$ cat config.mk
export PLATFORM = sky130hd
export DESIGN_NAME = mode_timer_flat
export DESIGN_NICKNAME = d
export VERILOG_FILES = /design/src/rtl/timer_pkg.sv /design/src/rtl/mode_timer_if.sv /design/src/rtl/timer_prescaler.sv /design/src/rtl/mode_timer.sv /design/src/flat_wrapper.sv
export SDC_FILE = /design/constraint.sdc
export NUM_CORES = 1
export LEC_CHECK = 0
export CAP_MARGIN = 20
export CORE_MARGIN = 2
export CORE_UTILIZATION = 57
export CTS_CLUSTER_SIZE = 12
export DETAILED_ROUTE_END_ITERATION = 16
export PLACE_DENSITY_LB_ADDON = 0.1
export SLEW_MARGIN = 5
export SYNTH_ARGS = -nofsm -noshare
export SYNTH_HDL_FRONTEND = slang
export SYNTH_HIERARCHICAL = 1
export SYNTH_SLANG_ARGS = --single-unit
$ cat constraint.sdc
create_clock -name clk -period 8.3 [get_ports clk]
set_input_delay 1.66 -clock clk [delete_from_list [all_inputs] [get_ports clk]]
set_output_delay 1.66 -clock clk [all_outputs]
set_load 0.03 [all_outputs]
$ cat src/rtl/timer_pkg.sv
// -----------------------------------------------------------------------------
// timer_pkg
//
// Shared types and constants for the mode_timer channel and for the blocks
// that reuse its prescaler (PWM bases, watchdogs).
//
// Contents:
//   mode_e              - counting mode of a timer channel
//   TIMER_WIDTH_DEF     - default counter width
//   TIMER_PS_WIDTH_DEF  - default prescaler width
//   is_terminal()       - true when a count sits on the wrap boundary of
//                         its direction (all ones going up, zero going down)
// -----------------------------------------------------------------------------
package timer_pkg;

    // MODE_RSVD is decoded exactly like MODE_UP so that a stray write of the
    // reserved encoding still leaves a running, well-defined timer.
    typedef enum logic [1:0] {
        MODE_UP      = 2'd0,
        MODE_DOWN    = 2'd1,
        MODE_ONESHOT = 2'd2,
        MODE_RSVD    = 2'd3
    } mode_e;

    localparam int TIMER_WIDTH_DEF    = 16;
    localparam int TIMER_PS_WIDTH_DEF = 8;

    // Wrap boundary test, shared so that every timer-style block agrees on
    // where UP and DOWN counts turn over. Anything other than DOWN counts up.
    function automatic logic is_terminal(
        input logic [31:0] cnt,
        input int unsigned width,
        input mode_e       mode
    );
        logic [31:0] all_ones;
        all_ones = (width >= 32) ? 32'hFFFF_FFFF : ((32'd1 << width) - 32'd1);
        if (mode == MODE_DOWN) begin
            return (cnt & all_ones) == 32'd0;
        end
        return (cnt & all_ones) == all_ones;
    endfunction

endpackage

$ cat src/rtl/mode_timer_if.sv
// -----------------------------------------------------------------------------
// mode_timer_if
//
// Control and status bundle of one mode_timer channel. clk and rst are kept
// out of the interface and travel as plain module ports.
//
// Signals:
//   en_i          run enable
//   mode_i        counting mode (mode_e)
//   prescale_i    counter steps once every prescale_i+1 enabled cycles
//   load_i        synchronous load strobe
//   load_val_i    value written on load_i
//   reload_val_i  value taken on an UP/DOWN wrap
//   cmp_i         compare value
//   irq_clr_i     clears the sticky interrupt
//   cnt_o         current count
//   match_o       one-cycle pulse, a step reached cmp_i
//   wrap_o        one-cycle pulse, count wrapped and was reloaded
//   done_o        level, ONESHOT run has reached cmp_i
//   irq_o         sticky interrupt, set by match_o or wrap_o
//
// Modports:
//   master - the controller side (drives the *_i signals)
//   slave  - the timer side (drives the *_o signals)
// -----------------------------------------------------------------------------
interface mode_timer_if
    import timer_pkg::*;
#(
    parameter int WIDTH    = TIMER_WIDTH_DEF,
    parameter int PS_WIDTH = TIMER_PS_WIDTH_DEF
);

    logic                en_i;
    mode_e               mode_i;
    logic [PS_WIDTH-1:0] prescale_i;
    logic                load_i;
    logic [WIDTH-1:0]    load_val_i;
    logic [WIDTH-1:0]    reload_val_i;
    logic [WIDTH-1:0]    cmp_i;
    logic                irq_clr_i;

    logic [WIDTH-1:0]    cnt_o;
    logic                match_o;
    logic                wrap_o;
    logic                done_o;
    logic                irq_o;

    modport master (
        output en_i,
        output mode_i,
        output prescale_i,
        output load_i,
        output load_val_i,
        output reload_val_i,
        output cmp_i,
        output irq_clr_i,
        input  cnt_o,
        input  match_o,
        input  wrap_o,
        input  done_o,
        input  irq_o
    );

    modport slave (
        input  en_i,
        input  mode_i,
        input  prescale_i,
        input  load_i,
        input  load_val_i,
        input  reload_val_i,
        input  cmp_i,
        input  irq_clr_i,
        output cnt_o,
        output match_o,
        output wrap_o,
        output done_o,
        output irq_o
    );

endinterface

$ cat src/rtl/timer_prescaler.sv
// -----------------------------------------------------------------------------
// timer_prescaler
//
// Divides the enabled clock cycles by prescale_i+1 and emits a single-cycle
// step strobe at the end of each period. Reused by the PWM and watchdog
// blocks, so it knows nothing about counting modes.
//
// Ports:
//   clk         clock
//   rst         synchronous reset, active-high (phase returns to 0)
//   en_i        advance enable; phase holds while low
//   clr_i       restart the phase at 0 (wins over en_i)
//   prescale_i  period minus one
//   step_o      combinational strobe, high on the last cycle of a period
// -----------------------------------------------------------------------------
module timer_prescaler
    import timer_pkg::*;
#(
    parameter int PS_WIDTH = TIMER_PS_WIDTH_DEF
) (
    input  logic                clk,
    input  logic                rst,
    input  logic                en_i,
    input  logic                clr_i,
    input  logic [PS_WIDTH-1:0] prescale_i,
    output logic                step_o
);

    logic [PS_WIDTH-1:0] ps_reg;
    logic [PS_WIDTH-1:0] ps_next;

    // >= rather than ==: if prescale_i is lowered below the running phase,
    // the very next enabled cycle ends the period instead of the phase
    // running all the way round the register first.
    assign step_o = en_i && (ps_reg >= prescale_i);

    always_comb begin
        ps_next = ps_reg;
        if (clr_i) begin
            ps_next = '0;
        end else if (step_o) begin
            ps_next = '0;
        end else if (en_i) begin
            ps_next = ps_reg + PS_WIDTH'(1);
        end
    end

    always_ff @(posedge clk) begin
        if (rst) begin
            ps_reg <= '0;
        end else begin
            ps_reg <= ps_next;
        end
    end

endmodule

$ cat src/rtl/mode_timer.sv
// -----------------------------------------------------------------------------
// mode_timer
//
// One channel of a prescaled timer/counter. Counts up, counts down or runs
// a one-shot to a compare value, reloading on wrap in the free-running
// modes, with registered match/wrap pulses and a sticky interrupt flag.
// Multi-channel timers instantiate this block once per channel.
//
// Ports:
//   clk  clock
//   rst  synchronous reset, active-high; clears count, phase and all flags
//   tif  mode_timer_if.slave - controls in, count and status out
//
// Per-cycle priority: rst > load > step > hold. Every output is a register,
// so inputs show up on cnt_o and the flags one cycle later.
// -----------------------------------------------------------------------------
module mode_timer
    import timer_pkg::*;
#(
    parameter int WIDTH    = TIMER_WIDTH_DEF,
    parameter int PS_WIDTH = TIMER_PS_WIDTH_DEF
) (
    input  logic         clk,
    input  logic         rst,
    mode_timer_if.slave  tif
);

    logic             step;

    logic [WIDTH-1:0] cnt_reg;
    logic [WIDTH-1:0] cnt_next;
    logic             done_reg;
    logic             done_next;
    logic             match_reg;
    logic             match_next;
    logic             wrap_reg;
    logic             wrap_next;
    logic             irq_reg;
    logic             irq_next;

    // Set when this cycle's step really moves the count. A ONESHOT step that
    // arrives after done is swallowed and must not re-fire match.
    logic             advance;
    logic             at_terminal;

    // -------------------------------------------------------------------------
    // Prescaler: load restarts the phase so a freshly loaded value is held
    // for a full period before the first step.
    // -------------------------------------------------------------------------
    timer_prescaler #(
        .PS_WIDTH (PS_WIDTH)
    ) u_prescaler (
        .clk        (clk),
        .rst        (rst),
        .en_i       (tif.en_i),
        .clr_i      (tif.load_i),
        .prescale_i (tif.prescale_i),
        .step_o     (step)
    );

    assign at_terminal = is_terminal(32'(cnt_reg), WIDTH, tif.mode_i);

    // -------------------------------------------------------------------------
    // Next-state logic
    // -------------------------------------------------------------------------
    always_comb begin
        cnt_next  = cnt_reg;
        done_next = done_reg;
        wrap_next = 1'b0;
        advance   = 1'b0;

        if (tif.load_i) begin
            // Load is silent: no match or wrap, and it re-arms ONESHOT.
            cnt_next  = tif.load_val_i;
            done_next = 1'b0;
        end else if (step) begin
            case (tif.mode_i)
                MODE_DOWN: begin
                    advance = 1'b1;
                    if (at_terminal) begin
                        cnt_next  = tif.reload_val_i;
                        wrap_next = 1'b1;
                    end else begin
                        cnt_next = cnt_reg - WIDTH'(1);
                    end
                end

                MODE_ONESHOT: begin
                    // Increments until the count arrives at cmp_i. Starting
                    // on cmp_i is not "arrived": the run goes all the way
                    // round the register first. Rolling over here is plain
                    // modulo arithmetic with no reload and no wrap pulse.
                    if (!done_reg) begin
                        advance  = 1'b1;
                        cnt_next = cnt_reg + WIDTH'(1);
                        if (cnt_next == tif.cmp_i) begin
                            done_next = 1'b1;
                        end
                    end
                end

                default: begin
                    // MODE_UP and the reserved encoding.
                    advance = 1'b1;
                    if (at_terminal) begin
                        cnt_next  = tif.reload_val_i;
                        wrap_next = 1'b1;
                    end else begin
                        cnt_next = cnt_reg + WIDTH'(1);
                    end
                end
            endcase
        end

        // A reload that lands on cmp_i counts as a match, so match and wrap
        // can pulse together.
        match_next = advance && (cnt_next == tif.cmp_i);

        // A new event wins over a clear arriving in the same cycle.
        irq_next = (irq_reg && !tif.irq_clr_i) || match_next || wrap_next;
    end

    // -------------------------------------------------------------------------
    // State registers
    // -------------------------------------------------------------------------
    always_ff @(posedge clk) begin
        if (rst) begin
            cnt_reg   <= '0;
            done_reg  <= 1'b0;
            match_reg <= 1'b0;
            wrap_reg  <= 1'b0;
            irq_reg   <= 1'b0;
        end else begin
            cnt_reg   <= cnt_next;
            done_reg  <= done_next;
            match_reg <= match_next;
            wrap_reg  <= wrap_next;
            irq_reg   <= irq_next;
        end
    end

    // -------------------------------------------------------------------------
    // Outputs
    // -------------------------------------------------------------------------
    assign tif.cnt_o   = cnt_reg;
    assign tif.match_o = match_reg;
    assign tif.wrap_o  = wrap_reg;
    assign tif.done_o  = done_reg;
    assign tif.irq_o   = irq_reg;

endmodule

$ cat src/flat_wrapper.sv
// flat-port wrapper written by rule: the top's interface ports become plain ports
module mode_timer_flat import timer_pkg::*;
#(
    parameter int WIDTH    = TIMER_WIDTH_DEF,
    parameter int PS_WIDTH = TIMER_PS_WIDTH_DEF
)
  (clk, rst, tif_en_i, tif_mode_i, tif_prescale_i, tif_load_i, tif_load_val_i, tif_reload_val_i, tif_cmp_i, tif_irq_clr_i, tif_cnt_o, tif_match_o, tif_wrap_o, tif_done_o, tif_irq_o);
  mode_timer_if #(.WIDTH(WIDTH), .PS_WIDTH(PS_WIDTH)) tif_i ();
  input  logic clk;
  input  logic rst;
  input wire logic [$bits(tif_i.en_i)-1:0] tif_en_i;
  input wire logic [$bits(tif_i.mode_i)-1:0] tif_mode_i;
  input wire logic [$bits(tif_i.prescale_i)-1:0] tif_prescale_i;
  input wire logic [$bits(tif_i.load_i)-1:0] tif_load_i;
  input wire logic [$bits(tif_i.load_val_i)-1:0] tif_load_val_i;
  input wire logic [$bits(tif_i.reload_val_i)-1:0] tif_reload_val_i;
  input wire logic [$bits(tif_i.cmp_i)-1:0] tif_cmp_i;
  input wire logic [$bits(tif_i.irq_clr_i)-1:0] tif_irq_clr_i;
  output wire logic [$bits(tif_i.cnt_o)-1:0] tif_cnt_o;
  output wire logic [$bits(tif_i.match_o)-1:0] tif_match_o;
  output wire logic [$bits(tif_i.wrap_o)-1:0] tif_wrap_o;
  output wire logic [$bits(tif_i.done_o)-1:0] tif_done_o;
  output wire logic [$bits(tif_i.irq_o)-1:0] tif_irq_o;
  assign tif_i.en_i = tif_en_i;
  assign tif_i.mode_i = tif_mode_i;
  assign tif_i.prescale_i = tif_prescale_i;
  assign tif_i.load_i = tif_load_i;
  assign tif_i.load_val_i = tif_load_val_i;
  assign tif_i.reload_val_i = tif_reload_val_i;
  assign tif_i.cmp_i = tif_cmp_i;
  assign tif_i.irq_clr_i = tif_irq_clr_i;
  assign tif_cnt_o = tif_i.cnt_o;
  assign tif_match_o = tif_i.match_o;
  assign tif_wrap_o = tif_i.wrap_o;
  assign tif_done_o = tif_i.done_o;
  assign tif_irq_o = tif_i.irq_o;
  mode_timer #(.WIDTH(WIDTH), .PS_WIDTH(PS_WIDTH)) u_core (.clk(clk), .rst(rst), .tif(tif_i));
endmodule
==> results.md <==
* Clk_lat worst skew at 280 ps
* CTS tree: built
* H-Tree Level Count at 1
* Post-synth top area cell: dfxtp_1
* Post-CTS Resized at 0
* DRT Wirelength at about 14 mm
* P_leak at 1.592 nW
* Final worst path period share at about 76%
* RSZ-0062 raised after global routing: false
* Max-Cap Viols at 0
* Place WS at between 1500 and 2000 ps
* Hold path depth at 1
* Post-CTS Setup Bufs at 0
* Largest net degree at the start of global routing at 52
* Synth cell count leaders: nor2_1, xnor2_1, nand2_1, nor3_1, a21oi_1
* Post-synth top area share at 14.51%
* HP Class: reg2reg
* Status: completed
* Final worst slack at roughly 2000 ps
* Hold-fix buffers, CTS at 0
* Gr usage total at between 30% and 40%
* Top post-synthesis cells by area: dfxtp_1, xnor2_1, xor2_1
* Number of global-route vias before repair at between 4000 and 5000
* Most frequent cell after synthesis: nor2_1
* Clock transition at path regs at approximately 100 ps
* CP required at 8530 ps
* Root buf cell: clkbuf_8
* Setup crit end kind: register
* Initial antenna violation count at 0
* Core Util, Final at between 70% and 80%
* Die area at between 0.007 and 0.008 mm^2
* Hold Path End: u_core/tif.irq_o
* Global placer's final weighted congestion at 1.008
* Setup-failing EPs final at 0
* Row cnt at 29
* Final Max Tran Viols at 0
* Syn Nets at 599
* VDD IR max at around 0.095 mV
* Initial core utilization at approximately three fifths
* Least-Margin Pin Slew at approximately 1000 ps
* DPL Wire Length at just under 10 mm
* Post-DRT Antenna Nets at 0
* Via-to-Cell Ratio at approximately 6.9
* Fillcell total at 526
* Power per cell area at 94.84 mW/mm^2
* Height of the die at approximately 86 um
* Slew HR at a little under a third
* Seq/Total Area, Yosys at around 15%
* Die Span X at roughly 86 um
* Clock sink count at 28
* Port Buffers at 82
* Number of flops mapped to enable cells by yosys at 0
* GRT overflow at 0
* Synth Flop Type: dfxtp_1
* Critical path class: in2reg
* Worst reg2reg path startpoint: u_core/tif.cnt_o[0]
* Startpoint types: primary input
* Fin Hold WS at about 500 ps
* Min-delay src: u_core/tif.irq_o
* DR DRC count at 0
* Gate Count Post-Synth at roughly 520
* Final Hold Fails at 0
* Ant diodes at 0
* Max FO, Critical Path at 32
* Reg-to-reg critical path endpoint: u_core/tif.irq_o
* Cell variety after synth at 76
* FFs w/ async S/R, synth at 0%
* Ports at 83
* Via count at between 4000 and 5000
* Yosys reg bits at 28
* FMAX at around 0.16 GHz
* WP data arrival at ~6600 ps
* Share of layout cells above drive strength 1 at 7.356%
* CTS Buf Count at 3
* Max reg flops at 16
* Syn avg cell area at between 7 and 8 um^2
* Drt wl/cell at approximately 21 um
* Core ar. at about 0.0065 mm^2
* First-pass GRT wire length at approximately 21 mm
* Post-Place Cells at ~640
* R2R depth at 11
* Yosys warnings at 6
* Min Tclk post-route at approximately 6300 ps
* Setup Skew at approximately 10 ps
* Final Non-Filler Cells at approximately 650
* Setup slack, reg-to-reg at 3270 ps
* Synth-to-Final Area Change at 20.51%
* Setup TNS at 0 ps
* Max clock buf depth at 2
* Layout Nets at 648
* Synthesized cell area at about 0.0039 mm^2
* 1st-iter DRT viols at roughly 540
* 1st-pass router iterations at 5
-- power breakdown --
group / leakage, nW / switching, mW / internal [mW] / total [mW]
combinational: 1.33 / 0.101 / 0.0870 / 0.188
sequential: 0.229 / 0.0233 / 0.139 / 0.163
clock: 0.0288 / 0.0482 / 0.0426 / 0.0908
total: 1.59 / 0.172 / 0.269 / 0.441
-- worst max path at each step --
| stage | from | to | slack (ps) | cells past startpoint |
|---|---|---|---|---|
| floorplan | tif_prescale_i[7] | u_core/tif.irq_o | 3000 | 16 |
| global placement | tif_prescale_i[7] | u_core/tif.irq_o | 2020 | 16 |
| detailed placement | tif_prescale_i[6] | u_core/tif.irq_o | 1880 | 17 |
| CTS | tif_prescale_i[6] | u_core/tif.irq_o | 2110 | 17 |
| global route | tif_prescale_i[6] | u_core/tif.irq_o | 1810 | 17 |
| finish | tif_prescale_i[6] | u_core/tif.irq_o | 1980 | 17 |
-- cells by family after synthesis --
family / Yosys count / synth area share (%)
AND/OR/NAND/NOR: 234 / 36.54
multiplexers: 12 / 3.239
XOR/XNOR: 62 / 14.06
flip-flops: 28 / 14.51
AO/OA/AOI/OAI: 113 / 20.28
adder cells (fa/ha/maj): 13 / 4.211
buffers and inverters: 61 / 7.159
-- metrics by stage --
step	instance area, um^2	total power [mW]
after floorplan	3862	0.2753
after global placement	4599	0.3432
after detailed placement	4599	0.3462
after CTS	4654	0.4347
after global routing	4654	0.4590
final	4654	0.4414
-- cell usage in the layout (no fill, tap or decap), types with 18 or more instances in the layout --
| master | Yosys | layout |
|---|---|---|
| clkdlybuf4s50_1 | 0 | 81 |
| nor2_1 | 45 | 45 |
| xnor2_1 | 41 | 41 |
| nand2_1 | 31 | 31 |
| nor3_1 | 31 | 31 |
| a21oi_1 | 29 | 29 |
| dfxtp_1 | 28 | 28 |
| o21ai_0 | 23 | 23 |
| xor2_1 | 21 | 21 |
| nand3_1 | 18 | 18 |
-- critical path: stages --
cell	delay, ps
clkdlybuf4s50_1	460
inv_1	50
ha_1	300
and3_4	190
o2111a_1	200
a22o_1	430
buf_4	440
nor2b_1	320
nand2_1	110
nor3_1	210
nor3_1	130
a221oi_1	330
o211ai_1	140
or4_1	580
or4_1	580
nor4_2	280
a211o_1	130
-- final cells by class --
type | count | area [um^2] | share of cell area, %
clock buffer | 4 | 55.05 | 1.183
inverter | 19 | 71.32 | 1.532
multi-input combinational | 434 | 3025 | 65.00
sequential | 28 | 560.5 | 12.04
tap | 77 | 96.34 | 2.070
timing repair buffer | 86 | 845.8 | 18.17
-- routing by layer --
layer | track usage, % | part of all wire, % | wire, um | vias to the layer above
met5 | 0 | 0 | 0 | -
met4 | 13.07 | 3.3 | 452 | 0
met3 | 5.714 | 12 | 1577 | 42
met2 | 57.86 | 46 | 6300 | 344
met1 | 47.70 | 39 | 5311 | 2058
li1 | - | - | - | 2033
Power figures use the tool's default switching activity.
